$ cat src/rtl/clkdiv_pkg.sv
// Shared constants for the multi-channel clock divider.
// The optional sync-restart feature is enabled with the CLKDIV_SYNC_EN macro.
package clkdiv_pkg;

  localparam int          CNT_W_DEF       = 29;
  localparam int unsigned DEFAULT_DIV_DEF = 520_833;
  localparam int          MAX_CH          = 16;
  localparam int          IDX_W           = 4;

  // Writes addressed beyond the instantiated channels are dropped.
  function automatic logic ch_in_range(input logic [IDX_W-1:0] idx, input int num_ch);
    int idx_i;
    idx_i = int'(idx);
    return idx_i < num_ch;
  endfunction

endpackage

$ cat src/rtl/clkdiv_channel.sv
// One divider channel: counter, active/shadow divisor, square-wave toggle and tick.
// With CLKDIV_SYNC_EN defined, a restart input phase-aligns the channel.
module clkdiv_channel
  import clkdiv_pkg::*;
#(
  parameter int          CNT_W       = CNT_W_DEF,
  parameter int unsigned DEFAULT_DIV = DEFAULT_DIV_DEF
) (
  input  logic             clk,
  input  logic             rst,
  input  logic             en,
`ifdef CLKDIV_SYNC_EN
  input  logic             restart,
`endif
  input  logic             wr,
  input  logic [CNT_W-1:0] wr_div,
  output logic             clk_out,
  output logic             tick,
  output logic             pend
);

  logic [CNT_W-1:0] cnt_q, cnt_d;
  logic [CNT_W-1:0] act_q, act_d;
  logic [CNT_W-1:0] shd_q, shd_d;
  logic             pend_q, pend_d;
  logic             clk_q, clk_d;
  logic             tick_q, tick_d;
  logic             hold;

`ifdef CLKDIV_SYNC_EN
  assign hold = restart || !en;
`else
  assign hold = !en;
`endif

  always_comb begin
    cnt_d  = cnt_q;
    act_d  = act_q;
    shd_d  = shd_q;
    pend_d = pend_q;
    clk_d  = clk_q;
    tick_d = 1'b0;

    if (hold) begin
      // Idle/restart: park low at count zero and adopt any waiting divisor now.
      cnt_d = '0;
      clk_d = 1'b0;
      if (pend_q) begin
        act_d  = shd_q;
        pend_d = 1'b0;
      end
    end else if (cnt_q >= act_q) begin
      cnt_d  = '0;
      clk_d  = ~clk_q;
      tick_d = 1'b1;
      if (pend_q) begin
        act_d  = shd_q;
        pend_d = 1'b0;
      end
    end else begin
      cnt_d = cnt_q + CNT_W'(1);
    end

    // A write always lands in the shadow; at a terminal count the active
    // divisor above was taken from the old shadow, so the new value waits.
    if (wr) begin
      shd_d  = wr_div;
      pend_d = 1'b1;
    end
  end

  always_ff @(posedge clk) begin
    if (rst) begin
      cnt_q  <= '0;
      act_q  <= CNT_W'(DEFAULT_DIV);
      shd_q  <= CNT_W'(DEFAULT_DIV);
      pend_q <= 1'b0;
      clk_q  <= 1'b0;
      tick_q <= 1'b0;
    end else begin
      cnt_q  <= cnt_d;
      act_q  <= act_d;
      shd_q  <= shd_d;
      pend_q <= pend_d;
      clk_q  <= clk_d;
      tick_q <= tick_d;
    end
  end

  assign clk_out = clk_q;
  assign tick    = tick_q;
  assign pend    = pend_q;

endmodule

$ cat src/rtl/clock_divider_multi.sv
// NUM_CH independent programmable clock dividers with shadowed divisor writes.
// Defining CLKDIV_SYNC_EN adds the sync_restart input for phase alignment.
module clock_divider_multi
  import clkdiv_pkg::*;
#(
  parameter int          NUM_CH      = 4,
  parameter int          CNT_W       = CNT_W_DEF,
  parameter int unsigned DEFAULT_DIV = DEFAULT_DIV_DEF
) (
  input  logic              clk,
  input  logic              rst,
  input  logic [NUM_CH-1:0] ch_en,
  input  logic              wr_en,
  input  logic [IDX_W-1:0]  wr_ch,
  input  logic [CNT_W-1:0]  wr_div,
`ifdef CLKDIV_SYNC_EN
  input  logic              sync_restart,
`endif
  output logic [NUM_CH-1:0] clk_out,
  output logic [NUM_CH-1:0] tick,
  output logic [NUM_CH-1:0] pend
);

  logic              wr_ok;
  logic [NUM_CH-1:0] wr_sel;

  assign wr_ok = wr_en && ch_in_range(wr_ch, NUM_CH);

  for (genvar i = 0; i < NUM_CH; i++) begin : g_ch
    assign wr_sel[i] = wr_ok && (wr_ch == IDX_W'(i));

    clkdiv_channel #(
      .CNT_W       (CNT_W),
      .DEFAULT_DIV (DEFAULT_DIV)
    ) u_ch (
      .clk     (clk),
      .rst     (rst),
      .en      (ch_en[i]),
`ifdef CLKDIV_SYNC_EN
      .restart (sync_restart),
`endif
      .wr      (wr_sel[i]),
      .wr_div  (wr_div),
      .clk_out (clk_out[i]),
      .tick    (tick[i]),
      .pend    (pend[i])
    );
  end

endmodule

$ cat config.mk
export PLATFORM = sky130hd
export DESIGN_NAME = clock_divider_multi
export DESIGN_NICKNAME = d
export VERILOG_FILES = /design/src/rtl/clkdiv_pkg.sv /design/src/rtl/clkdiv_channel.sv /design/src/rtl/clock_divider_multi.sv
export SDC_FILE = /design/constraint.sdc
export NUM_CORES = 1
export LEC_CHECK = 0
export CAP_MARGIN = 20
export CORE_MARGIN = 4
export CORE_UTILIZATION = 50
export CTS_BUF_LIST = sky130_fd_sc_hd__clkbuf_16
export DETAILED_ROUTE_END_ITERATION = 16
export GPL_TIMING_DRIVEN = 0
export PLACE_DENSITY = 0.63
export SLEW_MARGIN = 10
export SYNTH_ARGS = -nofsm -noshare
export SYNTH_HDL_FRONTEND = slang
export SYNTH_SLANG_ARGS = --single-unit
$ cat constraint.sdc
create_clock -name clk -period 4.96 [get_ports clk]
set_input_delay 0.744 -clock clk [delete_from_list [all_inputs] [get_ports clk]]
set_output_delay 0.744 -clock clk [all_outputs]
set_load 0.01 [all_outputs]
==> flow_summary.json, run 1 <==
{
  "wl_per_cell_um": 16.0,
  "netSwitchingFraction_pct": 21.9,
  "fillers": 3125,
  "htreeDepth": 2,
  "die_w_um": 191,
  "hold_violations": 0,
  "via_per_inst": 5.16,
  "grt_usage_pct": 22.4,
  "setup_viol": 0,
  "worst_slew_pin_slew_ns": 0.848,
  "worstHoldStart": "g_ch[2].u_ch.shd_q[20]",
  "dieArea_um2": 36600,
  "power_leakage_nw": 7.84,
  "pwr-share-clk_pct": 49.3,
  "crit_chain": "clkdlybuf4s50_1 > clkbuf_1 > clkbuf_1 > clkbuf_1 > clkbuf_1 > a21oi_1",
  "drc": 0,
  "drt_iter0_drc": 686,
  "crit_cells": 6,
  "cts_sinks": 360,
  "antenna_found_initial": 1,
  "cts_hold_buf": 0,
  "fin_crit_ns": 3.34,
  "status": "finished clean",
  "clk_pin_slew_ns": 0.06,
  "slowest_stage": "clkdlybuf4s50_1",
  "critPathKind": "input pin to flip-flop",
  "finalClockSkew_ns": 0.0207,
  "r2r_cells": 10,
  "ios": 52,
  "critPathCaptureType": "flip-flop",
  "rsz0062_at_grt": "false",
  "wl_um": 40800,
  "grt_max_degree": 14,
  "grt_pass1_vias": 12900,
  "cpMostUsedCell": "clkbuf_1",
  "netlist_area_um2": 16800,
  "cts_buffer_depth": 3,
  "synth_seq_area_share_pct": 42.8,
  "crit-reg2reg-capture": "g_ch[0].u_ch.act_q[20]",
  "layout-drive-gt1-share_pct": 5.27,
  "avgSynthCellArea_um2": 8.47,
  "fmax_mhz": 299,
  "cp-startpoint": "rst",
  "whs_ns": 0.455,
  "final_max_slew_viol_count": 0,
  "endpoint": "g_ch[2].u_ch.pend",
  "synth_edf_count": 0,
  "syn_to_final_growth_pct": 14.3,
  "cts_inserted_buffers": 40,
  "cpPeakStageDelay_ns": 0.80,
  "power_density_nw_per_um2": 323,
  "start_util_pct": 51.2,
  "finalSetupTns_ns": 0,
  "cts_resized": 0,
  "ys_warn_count": 0,
  "syn_nets": 2147,
  "gp_congestion": 0.837,
  "fp.coreArea_um2": 32900,
  "critPathTopFamily": "buffers and inverters",
  "r2r-start": "g_ch[0].u_ch.act_q[18]",
  "final_cell_mix": "360 x dfxtp_1, 304 x nand2_1, 262 x nor2_1",
  "syn-instance-count": 1987,
  "drv_cap": 0,
  "die_h_um": 191,
  "arrival_ns": 3.71,
  "switchingPower_mw": 1.36,
  "ys_types": 54,
  "p_int_mw": 4.85,
  "p_comb_share_pct": 3.6,
  "clk_root_buffer_cell": "clkbuf_16",
  "hpwlAfterDp_um": 30300,
  "async_flop_share_pct": 0,
  "final_nets": 2240,
  "cp_max_fo": 10,
  "critPathBufInv": 5,
  "overflow": 0,
  "insertedDiodeCount": 0,
  "dr_total_vias": 13200,
  "ir_drop_mv": 0.222,
  "period_share_pct": 67.4,
  "ys_seq_elements": 360,
  "seqPwrFrac_pct": 47.1,
  "reg2reg_slack_ns": 2.27,
  "port_buffers": 51,
  "grt_pass1_wl_um": 66300,
  "cp.required_ns": 5.32,
  "dr.pass1.iters": 5,
  "hold_path_class": "flip-flop to flip-flop",
  "slew_headroom_pct": 43.5,
  "cts_setup_buffers": 0,
  "layout_commonest_cell": "dfxtp_1",
  "startpoint_type": "input pin",
  "cts_tree": "done",
  "ys.flop_type": "dfxtp_1",
  "core.rowCount": 66,
  "clk_latency_ns": 0.54,
  "ant_nets": 0
}
[synth_stat cells, types with 11 or more instances]
master	n	area (um2)
nand2_1	304	1140
buf_4	17	128
mux2i_1	96	961
nand4_1	31	194
nand2b_1	84	526
clkbuf_1	63	236
a21o_1	14	105
xnor2_1	48	420
nor2_1	262	983
and4_1	13	114
buf_2	11	55.1
dfxtp_1	360	7210
nor3_1	20	100
xor2_1	56	490
and3_1	20	125
inv_1	137	514
o21ai_0	15	75.1
nand3b_1	41	308
ha_1	120	1500
a21oi_1	139	696
nand3_1	58	290
[layer usage]
layer | global-route usage (%) | vias to the layer above | wire length, um
met3 | 2.94 | 83 | 1810
met1 | 30.2 | 6126 | 19100
met5 | 0 | - | 12
met4 | 7.54 | 2 | 1420
li1 | - | 6718 | -
met2 | 37.1 | 229 | 18400
[worst register-to-register path, stage by stage, from the launching register on]
cell and delay (ns):
dfxtp_1 0.34, inv_1 0.05, ha_1 0.30, a21oi_1 0.15, o21ai_0 0.14, a221oi_1 0.43, o21ai_1 0.20, o31ai_2 0.36
buf_4 0.31, mux2i_1 0.21, nor2_1 0.06
[metrics by stage]
stage	cells	util (%)	setup slack (ns)	power, mW	instance area, um2
after floorplan	1987	-	2.78	3.10	16800
after global placement	2480	54.4	1.17	3.21	17900
after detailed placement	2480	54.4	1.12	3.21	17900
after CTS	2550	58.5	1.66	6.27	19200
after global routing	2550	58.5	1.53	6.42	19200
final	2550	58.5	1.62	6.21	19200
[area by class of cell]
cell class              count  area (um2)  area share, %
plain buffers             101         513           2.67
clock buffers              41        1030           5.34
clock inverters            29         320           1.67
inverters                 137         514           2.67
multi-input cells        1389        8590           44.7
flip-flops and latches    360        7210           37.5
well taps                 442         553           2.88
repair buffers             51         510           2.65
[worst min path at each step]
| stage | slack, ns | cells past startpoint | to |
|---|---|---|---|
| floorplan | 0.43 | 1 | g_ch[2].u_ch.cnt_q[0] |
| global placement | 0.44 | 1 | g_ch[3].u_ch.cnt_q[0] |
| detailed placement | 0.45 | 2 | g_ch[3].u_ch.shd_q[28] |
| CTS | 0.45 | 2 | g_ch[3].u_ch.shd_q[28] |
| global route | 0.47 | 2 | g_ch[2].u_ch.shd_q[20] |
| finish | 0.45 | 2 | g_ch[2].u_ch.shd_q[20] |
[logic make-up (layout without fill, tap and decap cells)]
kind of cell             after synthesis  after routing  synth area share (%)
AO/OA/AOI/OAI                        212            212                  7.56
XOR/XNOR                             104            104                  5.42
adder cells (fa/ha/maj)              120            120                  8.93
buffers and inverters                238            359                  6.11
flip-flops                           360            360                  42.8
multiplexers                          96             96                  5.71
AND/OR/NAND/NOR                      857            857                  23.4
[power by group through the flow]
stage               combinational [mW]  sequential, mW  clock [mW]
floorplan                        0.113            2.98           0
global placement                 0.223            2.99           0
detailed placement               0.225            2.99           0
CTS                              0.226            2.92        3.12
global route                     0.244            2.92        3.25
finish                           0.226            2.92        3.06
[registers in the layout, summed over array words and instances (netlist names)]
signal,count
g_ch.u_ch.tick,4
g_ch.u_ch.clk_out,4
g_ch.u_ch.act_q,116
g_ch.u_ch.pend,4
g_ch.u_ch.cnt_q,116
g_ch.u_ch.shd_q,116
Note: power is estimated with default switching activity, not from simulation.
==> run 2: changes to the inputs <==
==> constraint.sdc (replaced) <==
create_clock -name clk -period 3.3 [get_ports clk]
set_input_delay 0.495 -clock clk [delete_from_list [all_inputs] [get_ports clk]]
set_output_delay 0.495 -clock clk [all_outputs]
set_load 0.01 [all_outputs]
==> results of run 2 <==
The final DEF is identical to that of run 1. Status: finished clean.
Among the figures that moved: setup slack after placement 1.12 ns -> -0.294 ns; setup slack after layout 1.62 ns -> 0.205 ns; register-to-register setup slack 2.27 ns -> 0.61 ns; total power 6.21 mW -> 9.34 mW; worst IR drop on VDD 0.222 mV -> 0.333 mV
